## config.mk

```make
export PLATFORM = sky130hd
export DESIGN_NAME = imem_program_loader_flat
export DESIGN_NICKNAME = d
export VERILOG_FILES = /design/src/rtl/imem_program_loader_if.sv /design/src/rtl/imem_program_loader.sv /design/src/flat_wrapper.sv
export SDC_FILE = /design/constraint.sdc
export NUM_CORES = 1
export LEC_CHECK = 0
export CAP_MARGIN = 10
export CELL_PAD_IN_SITES_DETAIL_PLACEMENT = 2
export CELL_PAD_IN_SITES_GLOBAL_PLACEMENT = 2
export CORE_MARGIN = 2
export CORE_UTILIZATION = 38
export CTS_BUF_LIST = sky130_fd_sc_hd__clkbuf_8
export DETAILED_ROUTE_END_ITERATION = 8
export PLACE_DENSITY_LB_ADDON = 0.1
export SLEW_MARGIN = 15
export SYNTH_ARGS = -nofsm -noshare
export SYNTH_HDL_FRONTEND = slang
export SYNTH_SLANG_ARGS = --single-unit
```

## constraint.sdc

```tcl
create_clock -name clk -period 3.94 [get_ports clk]
set_input_delay 0.591 -clock clk [delete_from_list [all_inputs] [get_ports clk]]
set_output_delay 0.591 -clock clk [all_outputs]
set_load 0.05 [all_outputs]
```

## src/rtl/imem_program_loader_if.sv

```systemverilog
// imem_program_loader_if: byte-stream input, imem write port and core-control status of the loader
interface imem_program_loader_if #(
  parameter int ADDR_WIDTH = 4,
  parameter int DATA_WIDTH = 16
);
  logic start;
  logic [7:0] in_data;
  logic in_valid;
  logic in_ready;
  logic imem_we;
  logic [ADDR_WIDTH-1:0] imem_addr;
  logic [DATA_WIDTH-1:0] imem_wdata;
  logic cpu_hold;
  logic busy;
  logic done;
  logic error;
  modport master (
    output start, in_data, in_valid,
    input  in_ready, imem_we, imem_addr, imem_wdata, cpu_hold, busy, done, error
  );
  modport slave (
    input  start, in_data, in_valid,
    output in_ready, imem_we, imem_addr, imem_wdata, cpu_hold, busy, done, error
  );
endinterface

```

## src/rtl/imem_program_loader.sv

```systemverilog
// imem_program_loader: loads a LEN/data/XOR-checksum byte frame into imem and holds the core until it succeeds
module imem_program_loader #(
  parameter int ADDR_WIDTH = 4,
  parameter int DATA_WIDTH = 16
) (
  input logic clk,
  input logic rst_n,
  imem_program_loader_if.slave bus
);
  localparam int DEPTH = 2 ** ADDR_WIDTH;
  localparam int CW = ADDR_WIDTH + 1;
  typedef enum logic [2:0] {IDLE, LEN, HI, LO, WR, CSUM, DONE, ERR} state_t;
  state_t state;
  logic [CW-1:0] cnt;
  logic [ADDR_WIDTH-1:0] addr;
  logic [7:0] csum;
  logic [7:0] hi;
  assign bus.in_ready = state == LEN || state == HI || state == LO || state == CSUM;
  always_ff @(posedge clk or negedge rst_n)
    if (!rst_n) begin
      state <= IDLE;
      cnt <= '0;
      addr <= '0;
      csum <= '0;
      hi <= '0;
      bus.imem_we <= 1'b0;
      bus.imem_addr <= '0;
      bus.imem_wdata <= '0;
      bus.cpu_hold <= 1'b1;
      bus.busy <= 1'b0;
      bus.done <= 1'b0;
      bus.error <= 1'b0;
    end else begin
      bus.imem_we <= 1'b0;
      case (state)
        IDLE, DONE, ERR:
          if (bus.start) begin
            state <= LEN;
            bus.busy <= 1'b1;
            bus.cpu_hold <= 1'b1;
            bus.done <= 1'b0;
            bus.error <= 1'b0;
          end
        LEN:
          if (bus.in_valid) begin
            if (bus.in_data == 8'd0 || int'(bus.in_data) > DEPTH) begin
              state <= ERR;
              bus.error <= 1'b1;
              bus.busy <= 1'b0;
            end else begin
              state <= HI;
              cnt <= CW'(bus.in_data);
              addr <= '0;
              csum <= '0;
            end
          end
        HI:
          if (bus.in_valid) begin
            hi <= bus.in_data;
            csum <= csum ^ bus.in_data;
            state <= LO;
          end
        // the write strobe is registered here so it is high exactly during WR
        LO:
          if (bus.in_valid) begin
            csum <= csum ^ bus.in_data;
            bus.imem_we <= 1'b1;
            bus.imem_addr <= addr;
            bus.imem_wdata <= DATA_WIDTH'({hi, bus.in_data});
            state <= WR;
          end
        WR: begin
          addr <= addr + 1'b1;
          cnt <= cnt - 1'b1;
          state <= cnt == CW'(1) ? CSUM : HI;
        end
        CSUM:
          if (bus.in_valid) begin
            state <= bus.in_data == csum ? DONE : ERR;
            bus.done <= bus.in_data == csum;
            bus.error <= bus.in_data != csum;
            bus.cpu_hold <= bus.in_data != csum;
            bus.busy <= 1'b0;
          end
        default: state <= IDLE;
      endcase
    end
endmodule

```

## src/flat_wrapper.sv

```systemverilog
// flat-port wrapper written by rule: the top's interface ports become plain ports
module imem_program_loader_flat 
#(
  parameter int ADDR_WIDTH = 4,
  parameter int DATA_WIDTH = 16
)
  (clk, rst_n, bus_start, bus_in_data, bus_in_valid, bus_in_ready, bus_imem_we, bus_imem_addr, bus_imem_wdata, bus_cpu_hold, bus_busy, bus_done, bus_error);
  imem_program_loader_if #(.ADDR_WIDTH(ADDR_WIDTH), .DATA_WIDTH(DATA_WIDTH)) bus_i ();
  input logic clk;
  input logic rst_n;
  input wire logic [$bits(bus_i.start)-1:0] bus_start;
  input wire logic [$bits(bus_i.in_data)-1:0] bus_in_data;
  input wire logic [$bits(bus_i.in_valid)-1:0] bus_in_valid;
  output wire logic [$bits(bus_i.in_ready)-1:0] bus_in_ready;
  output wire logic [$bits(bus_i.imem_we)-1:0] bus_imem_we;
  output wire logic [$bits(bus_i.imem_addr)-1:0] bus_imem_addr;
  output wire logic [$bits(bus_i.imem_wdata)-1:0] bus_imem_wdata;
  output wire logic [$bits(bus_i.cpu_hold)-1:0] bus_cpu_hold;
  output wire logic [$bits(bus_i.busy)-1:0] bus_busy;
  output wire logic [$bits(bus_i.done)-1:0] bus_done;
  output wire logic [$bits(bus_i.error)-1:0] bus_error;
  assign bus_i.start = bus_start;
  assign bus_i.in_data = bus_in_data;
  assign bus_i.in_valid = bus_in_valid;
  assign bus_in_ready = bus_i.in_ready;
  assign bus_imem_we = bus_i.imem_we;
  assign bus_imem_addr = bus_i.imem_addr;
  assign bus_imem_wdata = bus_i.imem_wdata;
  assign bus_cpu_hold = bus_i.cpu_hold;
  assign bus_busy = bus_i.busy;
  assign bus_done = bus_i.done;
  assign bus_error = bus_i.error;
  imem_program_loader #(.ADDR_WIDTH(ADDR_WIDTH), .DATA_WIDTH(DATA_WIDTH)) u_core (.clk(clk), .rst_n(rst_n), .bus(bus_i));
endmodule
```

Yosys cells after proc, flatten, opt, wreduce, memory -nomap -nowiden
Cells that the tools add are included.
{ "op_classes": {"n_addsub": 2, "multipliers": 0, "n_div": 0, "order_cmp": 1, "eq_ne": 18, "shift": 0, "mux": 34, "bitwise": 1, "n_reduce_logical": 19} }
{ "ops": {"columns": ["cell", "count"], "rows": [
  ["2-to-1 mux 8 bit", 3],
  ["2-to-1 mux 3 bit", 7],
  ["case mux 3 bit (6 select lines)", 1],
  ["case mux 8 bit (2 select lines)", 1],
  ["inequality test 2 bit, second input constant", 7],
  ["equality test 3 bit, second input constant", 4],
  ["2-to-1 mux 1 bit", 12],
  ["2-to-1 mux 5 bit", 2],
  ["case mux 5 bit (2 select lines)", 1],
  ["AND reduction 5 bit", 2],
  ["equality test 8 bit", 1],
  ["greater-than comparator 8 x 5 -> 1 bit, second input constant", 1],
  ["zero test 8 bit", 1],
  ["2-to-1 mux 4 bit", 2],
  ["inequality test 8 bit", 1],
  ["case mux 4 bit (2 select lines)", 1],
  ["bitwise XOR 8 bit", 1],
  ["equality test 3 x 2 -> 1 bit, second input constant", 2],
  ["case mux 1 bit (3 select lines)", 2],
  ["AND reduction 3 bit", 2],
  ["nonzero test 2 bit", 3],
  ["equality test 5 x 1 -> 1 bit, second input constant", 1],
  ["subtractor 5 x 1 -> 5 bit, second input constant", 1],
  ["adder 4 x 1 -> 4 bit, second input constant", 1],
  ["10 further kinds", 15]
]} }
{ "totals": {"regBits": 53, "latchBits": 0, "ram_bits": 0, "romBits": 0, "wordCells": 87, "memories": 0} }

Logic depth before layout (Yosys ltp)
{ "logic_depth": {"depth_word": 5, "mapped_depth": 8, "ltp_nobuf": 7} }

Worst setup path before layout
Ideal clock, no wire load.
{ "synth_path": {"path_type": "register -> output", "start": "register u_core.state[2]", "end": "output bus_in_ready", "arrival_ps": 1694, "required_time_ps": 3349, "path_slack_ps": 1655, "path_stages_with_launch": 3, "n_path_buf": 1, "cell_sequence": "dfrtp_1 > buf_2 > o21ai_0"} }
{ "synth_between": {"elab_chain_cells": 4, "word_cells_on_any_way": 7} }
{ "synth_rtl": {"columns": ["item", "line", "rtl"], "rows": [
  ["start, declared", "imem_program_loader.sv:13", "state_t state;"],
  ["start signal, assigned", "imem_program_loader.sv:75", "state <= cnt == CW'(1) ? CSUM : HI;"],
  ["start signal, assigned", "imem_program_loader.sv:79", "state <= bus.in_data == csum ? DONE : ERR;"],
  ["equality test 3 x 1 -> 1 bit or equality test 3 x 2 -> 1 bit (tied branches)", "imem_program_loader.sv:18", "assign bus.in_ready = state == LEN || state == HI || state == LO || state == CSUM;"],
  ["logical OR 1 bit (2 in series)", "imem_program_loader.sv:18", null],
  ["logical OR 1 bit *", "imem_program_loader.sv:18", null],
  ["end, declared", "flat_wrapper.sv:14", "output wire logic [$bits(bus_i.in_ready)-1:0] bus_in_ready;"]
]} }
Every way passes the cells marked *; elsewhere a longest branch is shown, timed or not.

Worst setup path in the final report
{ "layout_path": {"start": "register u_core.state[1]", "end": "output bus_in_ready"} }
Same word-level chain as after synthesis.

==> results.md <==
* DIE AREA at 7662 sq um
* Initial Util at 39.24%
* Yosys warns at 0
* Cells after Synth at 283
* Setup slack after layout at 1175 ps
* Critical Path RT at 3350 ps
* GR Overflow Total at 0
* Area share of the leading cell type in the synthesized netlist at 49.08%
* Fin. Hold Viols at 0
* Post-layout nets at 336
* Post-synth top area cell: dfrtp_1
* Pin count of the biggest net entering global routing at 41
* Initial antenna violation count at 0
* Via count at 2186
* Cell area power density at 861.0 nW/um^2
* Critical Path AT at 2170 ps
* Remaining antenna violation count at 0
* #FFs+latches synth at 53
* Mapped Nets at 299
* Post_cts resized at 0
* Syn Area/Cell at 9.369 sq um
* Max clock buf depth at 2
* First-pass GRT wire length at 12.05 mm
* DRT iter0 DRCs at 90
* Tcrit/Tclk final at 70.17%
* CTS Buf Count at 5
* CTS clock-pin slew for the worst setup and hold paths at 100 ps
* Drt wl/cell at 18.27 um
* Ys flop type: dfrtp_1
* Filler cells at 737
* Main area contributors after synthesis: dfrtp_1 (49%), nand2_1 (11%), o21ai_0 (5.3%)
* Layout cells sized above 1 at 9.969%
* Global-route usage over all layers at 20.48%
* Max-slew violations at 0
* CP Class: register to primary output
* Clock latency on the worst-skew pair at 320 ps
* Clock sinks at 53
* Worst Skew at 7.229 ps
* Area growth, synth to finish at 20.34%
* Worst relative slew slack at 36.93%
* Seq. cell area at 1328 sq um
* Cts hold-fix bufs at 0
* Synth top cells by count: nand2_1 (76), dfrtp_1 (52), o21ai_0 (28), nor2_1 (13)
* Synth cell types at 44
* Port bufs at 37
* Cell with the most instances after synthesis: nand2_1
* Placer congestion estimate at 0.7639
* Post-Route WL at 7.326 mm
* Die Ht at 87.53 um
* Root buf cell: clkbuf_8
* Antenna fix cells at 0
* Detailed Routing Iterations Pass 1 at 2
* Max rail drop VDD at 0.3094 mV
* Die Wd at 87.53 um
* Footprint of the multi-input gates at 1244 sq um
* Combinational family with the most area after synthesis: simple AND/OR/NAND/NOR gates
* H-tree Lvls at 2
* Setup TNS at 0 ps
* # setup viols final at 0
* Critical path launch point type: register
* Detailed Place HPWL at 5.145 mm
* Adder-cell share of the synthesized area at 1.888%
* Setup slack at placement at 1062 ps
* Status: finished clean
* Number of synthesized flops with an enable pin at 0
* Async S/R FF share, synth at 100.0%
* Drt via density at 5.451
* MaxCap Viol Count at 0
* # IOs at 38
* Setup crit end kind: primary output
* Post-CTS Setup Inserts at 0
* Critical path peak fanout at 15
* CORE AREA at 6756 sq um
* Compound-Gate Fraction of Synth Area at 13.73%
* Simple-Gate Fraction of Synth Area at 22.04%
* Syn Std Cell Area at 2651 sq um
* DRC errors left at 0
* Hold_ws at 411.1 ps
* Final Util at 47.22%
* Overall power at 2747 uW
* Hold Path Class: input pin to asynchronous set/reset pin
* Fmax at 361.7 MHz
* CTS tree: done
* Tmin final at 2765 ps
* Leakage power total at 0.001407 uW
* Mux contribution to synthesized area at 5.946%
* Sequential share of the synthesized area at 50.07%
* Slew @ Worst Pin at 942.6 ps
* Synth Area in XOR/XNOR at 3.303%
* Number of global-route vias before repair at 2305
* Row cnt at 30
* RSZ-0062 raised after global routing: false
## cell families (layout without fill, tap and decap cells)
group | count (synthesis) | in the layout
simple gates | 125 | 125
compound gates | 57 | 57
flops | 53 | 53
buf+inv | 20 | 58
mux | 14 | 14
xor+xnor | 10 | 10
fa+ha+maj | 4 | 4
## critical path: stages, from the launching register on
cell and delay (ps):
dfrtp_1 640, inv_1 180, o21ai_0 210, clkdlybuf4s50_1 830
## cell usage in the layout, fill, tap and decap left out, types with 2 or more instances in the layout
| cell type | count |
|---|---|
| nand2_1 | 76 |
| dfrtp_1 | 52 |
| clkdlybuf4s50_1 | 36 |
| o21ai_0 | 28 |
| nor2_1 | 13 |
| nand2b_1 | 10 |
| mux2_2 | 10 |
| xnor2_1 | 10 |
| inv_1 | 9 |
| a21oi_1 | 8 |
| nand3_1 | 5 |
| clkbuf_8 | 5 |
| buf_4 | 5 |
| or3_1 | 4 |
| a31oi_1 | 4 |
| ha_1 | 4 |
| nand4_1 | 3 |
| mux2i_1 | 3 |
| a22o_1 | 3 |
| nor4_1 | 2 |
| o31ai_1 | 2 |
| o211ai_1 | 2 |
| nor3_1 | 2 |
## final cells by class
cell class                 instances  share of cell area [%]
multi-input combinational        210                   38.98
timing repair buffer              42                   12.63
sequential                        53                   41.61
inverter                           8                  0.9412
tap                               80                   3.137
clock inverter                     3                  0.5490
clock buffer                       5                   2.157
## flip-flops by register name (all words and copies together), names as in the netlist, 3 cells and up
name / cells
u_core.cnt: 5
u_core.bus.imem_wdata: 16
u_core.state: 3
u_core.hi: 8
u_core.csum: 8
u_core.addr: 4
u_core.bus.imem_addr: 4
## worst paths after layout
| kind | slack (ps) | endpoint | startpoint | cells past startpoint |
|---|---|---|---|---|
| max | 1180 | bus_in_ready | u_core.state[1]$_DFFE_PN0P_ | 3 |
| min | 410 | u_core.bus.done$_DFFE_PN0P_ | rst_n | 1 |
| max reg2reg | 1610 | u_core.csum[3]$_DFFE_PN0P_ | u_core.state[1]$_DFFE_PN0P_ | 5 |
| min reg2reg | 490 | u_core.bus.imem_addr[0]$_DFFE_PN0P_ | u_core.bus.imem_addr[0]$_DFFE_PN0P_ | 2 |
| max in group asynchronous | 2760 | u_core.hi[5]$_DFFE_PN0P_ | rst_n | 2 |
| min in group clk | 490 | u_core.bus.imem_addr[0]$_DFFE_PN0P_ | u_core.bus.imem_addr[0]$_DFFE_PN0P_ | 2 |
## report_power, final
part | leakage, uW | internal, uW | switching (uW) | total, uW
sequential | 0.000653 | 783 | 216 | 999
clock | 0.0000497 | 125 | 190 | 315
combinational | 0.000704 | 528 | 905 | 1430
total | 0.00141 | 1440 | 1310 | 2750
## metrics by stage
step	cell area (sq um)	std cells
detailed placement	3104	393
finish	3191	401
global route	3191	401
floorplan	2651	283
global placement	3104	393
CTS	3191	401
## routing by layer
| layer | GRT usage [%] | vias up | wire length [um] |
|---|---|---|---|
| li1 | - | 1044 | - |
| met1 | 28.47 | 1115 | 3587 |
| met2 | 33.33 | 21 | 3531 |
| met3 | 3.676 | 6 | 137 |
| met4 | 5.035 | 0 | 70 |
| met5 | 0 | - | 0 |
(Power assumes the default switching activity.)
